**config.mk**
```make
export PLATFORM = sky130hd
export DESIGN_NAME = tgc_curve_seq_flat
export DESIGN_NICKNAME = d
export VERILOG_FILES = /design/src/rtl/tgc_curve_seq_if.sv /design/src/rtl/tgc_curve_seq.sv /design/src/flat_wrapper.sv
export SDC_FILE = /design/constraint.sdc
export NUM_CORES = 1
export LEC_CHECK = 0
export ABC_AREA = 1
export CAP_MARGIN = 20
export CORE_ASPECT_RATIO = 0.8
export CORE_MARGIN = 2
export CORE_UTILIZATION = 56
export DETAILED_ROUTE_END_ITERATION = 10
export MAX_ROUTING_LAYER = met4
export PLACE_DENSITY = 0.76
export SLEW_MARGIN = 20
export SYNTH_ARGS = -nofsm -noshare
export SYNTH_HDL_FRONTEND = slang
export SYNTH_SLANG_ARGS = --single-unit
```
**constraint.sdc**
```tcl
create_clock -name clk -period 1.6 [get_ports clk]
set_input_delay 0.32 -clock clk [delete_from_list [all_inputs] [get_ports clk]]
set_output_delay 0.32 -clock clk [all_outputs]
set_load 0.005 [all_outputs]
```
**src/rtl/tgc_curve_seq_if.sv**
```systemverilog
// Bus between the TGC curve sequencer, its host and the downstream DAC controller.
// master: host/DAC side; slave: the sequencer.
interface tgc_curve_seq_if #(
  parameter int DATA_W = 10,
  parameter int ADDR_W = 5
);
  logic              wr_en;
  logic [ADDR_W-1:0] wr_addr;
  logic [DATA_W-1:0] wr_data;
  logic [ADDR_W-1:0] cfg_last;
  logic              start;
  logic              abort;
  logic [DATA_W-1:0] dac_din;
  logic              dac_dvalid;
  logic              dac_busy;
  logic              active;
  logic              done;
  logic              overrun;

  modport master (
    output wr_en, wr_addr, wr_data, cfg_last, start, abort, dac_busy,
    input  dac_din, dac_dvalid, active, done, overrun
  );

  modport slave (
    input  wr_en, wr_addr, wr_data, cfg_last, start, abort, dac_busy,
    output dac_din, dac_dvalid, active, done, overrun
  );
endinterface

```
**src/rtl/tgc_curve_seq.sv**
```systemverilog
// Time-gain-compensation curve sequencer: plays a stored gain curve into an MCP4811 DAC controller.
// Optional macro TGC_SKIP_DUP_EN: pending points equal to the last issued value are consumed silently.
module tgc_curve_seq #(
  parameter int DATA_W   = 10,
  parameter int DEPTH    = 32,
  parameter int STEP_DIV = 200
) (
  input  logic            clk,
  input  logic            rst_n,
  tgc_curve_seq_if.slave  bus
);
  localparam int ADDR_W = $clog2(DEPTH);
  localparam int CNT_W  = $clog2(STEP_DIV);

  typedef enum logic {IDLE, RUN} state_t;

  state_t            state_q, state_d;
  logic [DATA_W-1:0] mem [DEPTH];
  logic [DATA_W-1:0] rd_data;
  logic [DATA_W-1:0] pend_val;
  logic [ADDR_W-1:0] idx;
  logic [ADDR_W-1:0] last_q;
  logic [CNT_W-1:0]  step_cnt;
  logic              all_latched;
  logic              rd_v;
  logic              rd_last;
  logic              pend;
  logic              pend_last;
  logic              last_out;
  logic              accept;
  logic              tick;
  logic              latch;
  logic              consume;
  logic              issue;
  logic              finish;
  logic              halt;
`ifdef TGC_SKIP_DUP_EN
  logic [DATA_W-1:0] prev_val;
  logic              prev_v;
`endif

  always_ff @(posedge clk) begin
    if (bus.wr_en) mem[bus.wr_addr] <= bus.wr_data;
  end

  always_ff @(posedge clk) begin
    if (tick) rd_data <= mem[idx];
  end

  always_comb begin
    state_d = state_q;
    accept  = 1'b0;
    tick    = 1'b0;
    latch   = 1'b0;
    consume = 1'b0;
    finish  = 1'b0;
    halt    = 1'b0;
    case (state_q)
      IDLE: begin
        if (bus.start && !bus.abort) begin
          accept  = 1'b1;
          state_d = RUN;
        end
      end
      RUN: begin
        tick    = (step_cnt == '0) && !all_latched && !bus.abort;
        latch   = rd_v && !bus.abort;
        // dvalid guard covers the cycle before the DAC raises busy
        consume = pend && !bus.dac_busy && !bus.dac_dvalid && !bus.abort;
        finish  = last_out && !bus.abort;
        halt    = bus.abort || finish;
        if (halt) state_d = IDLE;
      end
      default: state_d = IDLE;
    endcase
`ifdef TGC_SKIP_DUP_EN
    issue = consume && !(prev_v && (pend_val == prev_val));
`else
    issue = consume;
`endif
  end

  assign bus.active = (state_q == RUN);

  always_ff @(posedge clk or negedge rst_n) begin
    if (!rst_n) begin
      state_q        <= IDLE;
      idx            <= '0;
      last_q         <= '0;
      step_cnt       <= '0;
      all_latched    <= 1'b0;
      rd_v           <= 1'b0;
      rd_last        <= 1'b0;
      pend           <= 1'b0;
      pend_val       <= '0;
      pend_last      <= 1'b0;
      last_out       <= 1'b0;
      bus.dac_din    <= '0;
      bus.dac_dvalid <= 1'b0;
      bus.done       <= 1'b0;
      bus.overrun    <= 1'b0;
`ifdef TGC_SKIP_DUP_EN
      prev_val       <= '0;
      prev_v         <= 1'b0;
`endif
    end else begin
      state_q        <= state_d;
      bus.dac_dvalid <= issue;
      bus.done       <= finish;
      bus.overrun    <= latch && pend && !consume;
      // marks the cycle the last point is (or would have been) on the DAC bus
      last_out       <= consume && pend_last;
      rd_v           <= tick;
      if (accept) begin
        idx         <= '0;
        step_cnt    <= '0;
        last_q      <= bus.cfg_last;
        all_latched <= 1'b0;
        pend        <= 1'b0;
`ifdef TGC_SKIP_DUP_EN
        prev_v      <= 1'b0;
`endif
      end else if (state_q == RUN) begin
        step_cnt <= (step_cnt == CNT_W'(STEP_DIV - 1)) ? '0 : step_cnt + CNT_W'(1);
        if (tick) begin
          rd_last <= (idx == last_q);
          if (idx == last_q) all_latched <= 1'b1;
          else               idx         <= idx + ADDR_W'(1);
        end
        if (halt) begin
          pend <= 1'b0;
        end else if (latch) begin
          pend      <= 1'b1;
          pend_val  <= rd_data;
          pend_last <= rd_last;
        end else if (consume) begin
          pend <= 1'b0;
        end
        if (issue) begin
          bus.dac_din <= pend_val;
`ifdef TGC_SKIP_DUP_EN
          prev_val    <= pend_val;
          prev_v      <= 1'b1;
`endif
        end
      end
    end
  end
endmodule

```
**src/flat_wrapper.sv**
```systemverilog
// flat-port wrapper written by rule: the top's interface ports become plain ports
module tgc_curve_seq_flat 
#(
  parameter int DATA_W   = 10,
  parameter int DEPTH    = 32,
  parameter int STEP_DIV = 200
)
  (clk, rst_n, bus_wr_en, bus_wr_addr, bus_wr_data, bus_cfg_last, bus_start, bus_abort, bus_dac_busy, bus_dac_din, bus_dac_dvalid, bus_active, bus_done, bus_overrun);
  tgc_curve_seq_if #(.DATA_W(DATA_W), .ADDR_W((5))) bus_i ();
  input  logic clk;
  input  logic rst_n;
  input wire logic [$bits(bus_i.wr_en)-1:0] bus_wr_en;
  input wire logic [$bits(bus_i.wr_addr)-1:0] bus_wr_addr;
  input wire logic [$bits(bus_i.wr_data)-1:0] bus_wr_data;
  input wire logic [$bits(bus_i.cfg_last)-1:0] bus_cfg_last;
  input wire logic [$bits(bus_i.start)-1:0] bus_start;
  input wire logic [$bits(bus_i.abort)-1:0] bus_abort;
  input wire logic [$bits(bus_i.dac_busy)-1:0] bus_dac_busy;
  output wire logic [$bits(bus_i.dac_din)-1:0] bus_dac_din;
  output wire logic [$bits(bus_i.dac_dvalid)-1:0] bus_dac_dvalid;
  output wire logic [$bits(bus_i.active)-1:0] bus_active;
  output wire logic [$bits(bus_i.done)-1:0] bus_done;
  output wire logic [$bits(bus_i.overrun)-1:0] bus_overrun;
  assign bus_i.wr_en = bus_wr_en;
  assign bus_i.wr_addr = bus_wr_addr;
  assign bus_i.wr_data = bus_wr_data;
  assign bus_i.cfg_last = bus_cfg_last;
  assign bus_i.start = bus_start;
  assign bus_i.abort = bus_abort;
  assign bus_i.dac_busy = bus_dac_busy;
  assign bus_dac_din = bus_i.dac_din;
  assign bus_dac_dvalid = bus_i.dac_dvalid;
  assign bus_active = bus_i.active;
  assign bus_done = bus_i.done;
  assign bus_overrun = bus_i.overrun;
  tgc_curve_seq #(.DATA_W(DATA_W), .DEPTH(DEPTH), .STEP_DIV(STEP_DIV)) u_core (.clk(clk), .rst_n(rst_n), .bus(bus_i));
endmodule
```
==> Word level (Yosys, flattened, before mapping) <==
Memory sizes are Yosys's and may differ from the RTL's. A register that Yosys moved wholly into a read port is not among the register bits.
Index checks and enable logic that the tools add are counted.
{ "word_totals": {"regBits": 48, "latch_bits": 0, "mem_bits_rw": 320, "romBits": 0, "output_inout_bits": 14, "memories": 1} }
{ "classes": {"addsub": 2, "multipliers": 0, "n_div": 0, "n_lt_le_gt_ge": 0, "eq_ne": 3, "n_shift": 0, "n_mux": 27, "bitwise": 3, "n_reduce_logical": 28} }
{ "mem_list": {"columns": ["memory", "depth", "word_bits", "rd", "rd_ports_with_merged_regs", "wr", "line", "rtl"], "rows": [
  ["u_core.mem", 32, 10, 1, 1, 1, "tgc_curve_seq.sv:18", "logic [DATA_W-1:0] mem [DEPTH];"]
]} }
{ "ops": {"columns": ["operator", "n"], "rows": [
  ["$mux W8", 3],
  ["$mux W5", 4],
  ["$mux W1", 19],
  ["$reduce_and A3 Y1", 4],
  ["$logic_and A1 B1 Y1", 11],
  ["$add A8 B1 Y8 const B", 1],
  ["$eq A8 B8 Y1 const B", 1],
  ["$logic_not A8 Y1", 1],
  ["$reduce_bool A2 Y1", 3],
  ["$add A5 B1 Y5 const B", 1],
  ["$eq A5 B5 Y1", 1],
  ["$logic_not A1 Y1", 5],
  ["$reduce_and A4 Y1", 1],
  ["$reduce_bool A4 Y1", 1],
  ["$not A1 Y1", 3],
  ["$ne A2 B1 Y1 const B", 1],
  ["$pmux W1 S2", 1],
  ["$reduce_and A2 Y1", 1],
  ["$logic_or A1 B1 Y1", 1]
]} }

==> Logic depth before layout (Yosys ltp) <==
{ "depth": {"word_depth": 10, "depth_mapped": 11, "depth_no_buf": 9} }

==> Least setup slack after synthesis <==
No wires, ideal clock.
{ "synth_path": {"kind": "flip-flop to flip-flop", "from": "register u_core.step_cnt[0]", "to": "register u_core.rd_data[0] (read register of u_core.mem) (enable)", "t_arrival_ns": 1.323, "required_ns": 1.217, "setup_slack_ns": -0.106, "stages_incl_launch_ff": 5, "n_path_buf": 0, "cell_sequence": "dfrtp_1 inv_1 ha_1 nand3_1 nor3_2"} }
{ "synth_between": {"elab_chain_cells": 4} }
{ "synth_rtl": {"columns": ["element", "line", "rtl"], "rows": [
  ["start: declaration", "tgc_curve_seq.sv:23", "logic [CNT_W-1:0] step_cnt;"],
  ["start signal: assignment", "tgc_curve_seq.sv:124", "step_cnt <= (step_cnt == CNT_W'(STEP_DIV - 1)) ? '0 : step_cnt + CNT_W'(1);"],
  ["$logic_not A8 Y1", "tgc_curve_seq.sv:66", "tick = (step_cnt == '0) && !all_latched && !bus.abort;"],
  ["$logic_and A1 B1 Y1 (2 in series)", "tgc_curve_seq.sv:66", null],
  ["$mux W1", "tgc_curve_seq.sv:58", "case (state_q)"],
  ["via u_core.tick", "tgc_curve_seq.sv:31", "logic tick;"],
  ["end: declaration", "tgc_curve_seq.sv:19", "logic [DATA_W-1:0] rd_data;"]
]} }
The timed path passes the listed nets, and every way through them passes these cells.
A chain may end at the register's enable or synchronous reset.

==> results.tsv <==
metric	value	unit
CTS H-tree lvls	2	
hpwl dp	24400	um
Post-Synth XOR/XNOR Area	0.00337	
Hold Vio Cnt, Final	0	
Initial Util	0.571	
MaxCap Viol Count	0	
type of origin of the critical path	register	
1st-iter DRT viols	1358	
sequential area share after synthesis	0.713	
placed cell count	1869	
number of global-route vias before repair	10700	
fin crit period	1.92	ns
layout cell share with drive strength beyond 1	0.167	
EDFF count, synth	330	
Reg clk slew, reported paths	0.06	ns
RSZ-0062 raised after global routing	yes	
Hold/Removal Path Class	in2async	
compound-gate portion of the synthesized area	0.0406	
Clock Latency Late Sink	0.54	ns
Worst Path Required	1.88	ns
multiplexer area fraction after synthesis	0.00169	
Die H	153	um
largest net degree at the start of global routing	72	
Vias	11300	
Max Slew Vio Count	0	
DR WL/cell	21.2	um
peak supply drop	1140	uV
drt first pass iters	5	
total power	31.1	mW
initial antenna violation count	0	
Tcrit/Tclk final	1.20	
status	finished, violations left	
Final ANT Viol Nets	0	
Worst Setup End Kind	register	
Post-Synthesis Cells	1413	
syn avg cell area	11.0	um2
Total GRT Usage	0.281	
Crit Path Category	reg2reg	
die area	29200	um2
Die X	191	um
Fill cells	1885	
main combinational cell family by area after synthesis	simple AND/OR/NAND/NOR gates	
root buffer cell	clkbuf_16	
setup TNS	-2.55	ns
library cells used by synthesis	30	
grt ovf	0	
clock sink count	378	
Yosys top cell by area	edfxtp_1	
final worst setup slack	-0.315	ns
# diodes	0	
final setup vio count	13	
Core Rows	54	
Max Freq	522	MHz
filler-free cell count of the finished design	1951	
Worst Tran Pin Value	0.469	ns
CTS tree	yes	
Async SR Flop Fraction	0.127	
Routed WL	41300	um
Pwr Density	1640	nW/um2
largest cells by area after synthesis	edfxtp_1 (64%), nand2_1 (9.4%), dfrtp_1 (7.7%)	
core box area	27300	um2
number of synthesized register bits	378	
Slew HR	0.687	
Synth Flop Type	edfxtp_1	
Final Skew	0.0203	ns
Vias/cell	5.80	
Syn Nets	1442	
Routability Congestion	0.891	
cell with the most instances after synthesis	nand2_1	
NumNets Final	1591	
IO Count	40	
Post-Syn Area	15600	um2
first-pass GRT wire length	59900	um
Leak	7.43	nW
Synth warnings	0	
failing checks	negative setup slack	
top cell type's share of synthesized area	0.636	
arrival time at the worst endpoint	2.20	ns
crit path max fanout	8	
Post-Synth Simple-Gate Area	0.201	
DRC	0	
Syn-to-layout area delta	21.6	%
Post-synth top cells	nand2_1 (389), edfxtp_1 (330), nor2_1 (219)	
Adder-Cell Fraction of Synth Area	0.00241	
end-of-flow core utilization	0.694	
total CTS buffers	36	
Port Buffers	39	
Max Root-Sink Buffers	3	
cells by family (layout without fill, tap and decap cells):
logic type	after synthesis	after routing
AND/OR/NAND/NOR	770	770
flip-flops	378	378
buffers and inverters	129	303
AO/OA/AOI/OAI	125	125
XOR/XNOR	6	6
adder cells (fa/ha/maj)	3	3
multiplexers	2	2
where the power goes:
group / internal, mW / switching, mW
logic: 4.23 / 6.72
registers: 11.4 / 0.353
clock network: 4.83 / 3.60
total: 20.4 / 10.7
area by class of cell:
type | instances | area (um2) | share of cell area
Clock inverter | 18 | 169 | 0.00892
Sequential cell | 378 | 11100 | 0.587
Timing Repair Buffer | 182 | 1910 | 0.101
Clock buffer | 45 | 977 | 0.0516
Multi-Input combinational cell | 906 | 4080 | 0.216
Inverter | 57 | 225 | 0.0119
Tap cell | 364 | 455 | 0.0240
Timing Repair inverter | 1 | 7.51 | 0.000396
timing repair:
item | CTS | global route
gates resized for setup | 31 | 70
setup endpoints to repair | 30 | 25
endpoints found under the hold margin | 48 | 0
buffers inserted | 2 | 4
hold buffers | 1 | 0
gates cloned | 2 | 11
pin swaps | 2 | 25
state kept, by name (all words and copies together) (netlist names):
name,count
u_core.idx,5
u_core.pend,1
u_core.last_q,5
u_core.step_cnt,8
u_core.bus.dac_din,10
u_core.bus.active,1
u_core.bus.overrun,1
u_core.bus.dac_dvalid,1
u_core.rd_v,1
u_core.pend_val,10
u_core.pend_last,1
u_core.last_out,1
u_core.all_latched,1
u_core.mem,320
u_core.rd_data,10
u_core.bus.done,1
u_core.rd_last,1
worst max-delay path, stage by stage (launching register included):
cell	delay, ns
dfrtp_4	0.57
buf_12	0.19
clkbuf_16	0.17
nor2_1	0.10
nor2_1	0.04
o21ai_1	0.14
nand3_1	0.12
nand3_2	0.10
nand2_1	0.07
nand2_1	0.10
inv_1	0.05
final timing paths:
kind	startpoint	to	slack (ns)	cells past startpoint
setup / recovery	u_core.idx[0]$_DFFE_PN0P_	u_core.rd_data[8]$_DFFE_PP_	-0.32	10
hold / removal	rst_n	u_core.step_cnt[0]$_DFFE_PN0P_	0.29	3
setup reg to reg	u_core.idx[0]$_DFFE_PN0P_	u_core.rd_data[8]$_DFFE_PP_	-0.32	10
hold reg to reg	u_core.bus.dac_din[8]$_DFFE_PN0P_	u_core.bus.dac_din[8]$_DFFE_PN0P_	0.47	2
max in group asynchronous	rst_n	u_core.idx[0]$_DFFE_PN0P_	1.04	3
min in group clk	bus_cfg_last[3]	u_core.last_q[3]$_DFFE_PN0P_	0.35	3
through the flow:
stage                     worst slack, ns  instance area [um2]  hold WS (ns)
after CTS                          -0.239                18500         0.314
final                              -0.315                18900         0.294
after detailed placement           -0.279                17300         0.327
after floorplan                    0.0530                15600        0.0244
after global placement             -0.220                17300         0.324
after global routing               -0.350                18900         0.329
per-layer routing:
| metal | GRT usage | share of wire | vias to the layer above |
|---|---|---|---|
| met5 | - | 0 | - |
| met4 | 0.0720 | 0.029 | 0 |
| met3 | 0.0505 | 0.11 | 115 |
| met2 | 0.434 | 0.46 | 658 |
| met1 | 0.391 | 0.39 | 5444 |
| li1 | - | - | 5102 |
layout by cell type (no fill, tap or decap), types with 3 or more instances in the layout:
| master | n |
|---|---|
| nand2_1 | 377 |
| edfxtp_1 | 330 |
| nor2_1 | 198 |
| nand3_1 | 129 |
| buf_4 | 105 |
| o21ai_0 | 73 |
| inv_1 | 53 |
| clkbuf_16 | 44 |
| dfrtp_1 | 44 |
| a21oi_1 | 30 |
| clkdlybuf4s50_1 | 24 |
| nor2_2 | 22 |
| buf_12 | 20 |
| nand3_2 | 18 |
| o21ai_1 | 14 |
| dlygate4sd2_1 | 14 |
| nand2_2 | 13 |
| clkbuf_1 | 7 |
| o22ai_1 | 6 |
| clkinv_2 | 6 |
| clkinv_1 | 6 |
| buf_6 | 6 |
| nand4_1 | 5 |
| xor2_1 | 5 |
| buf_16 | 4 |
| bufinv_16 | 3 |
| dfrtp_2 | 3 |
No activity file was read; power rests on OpenSTA's default activity.
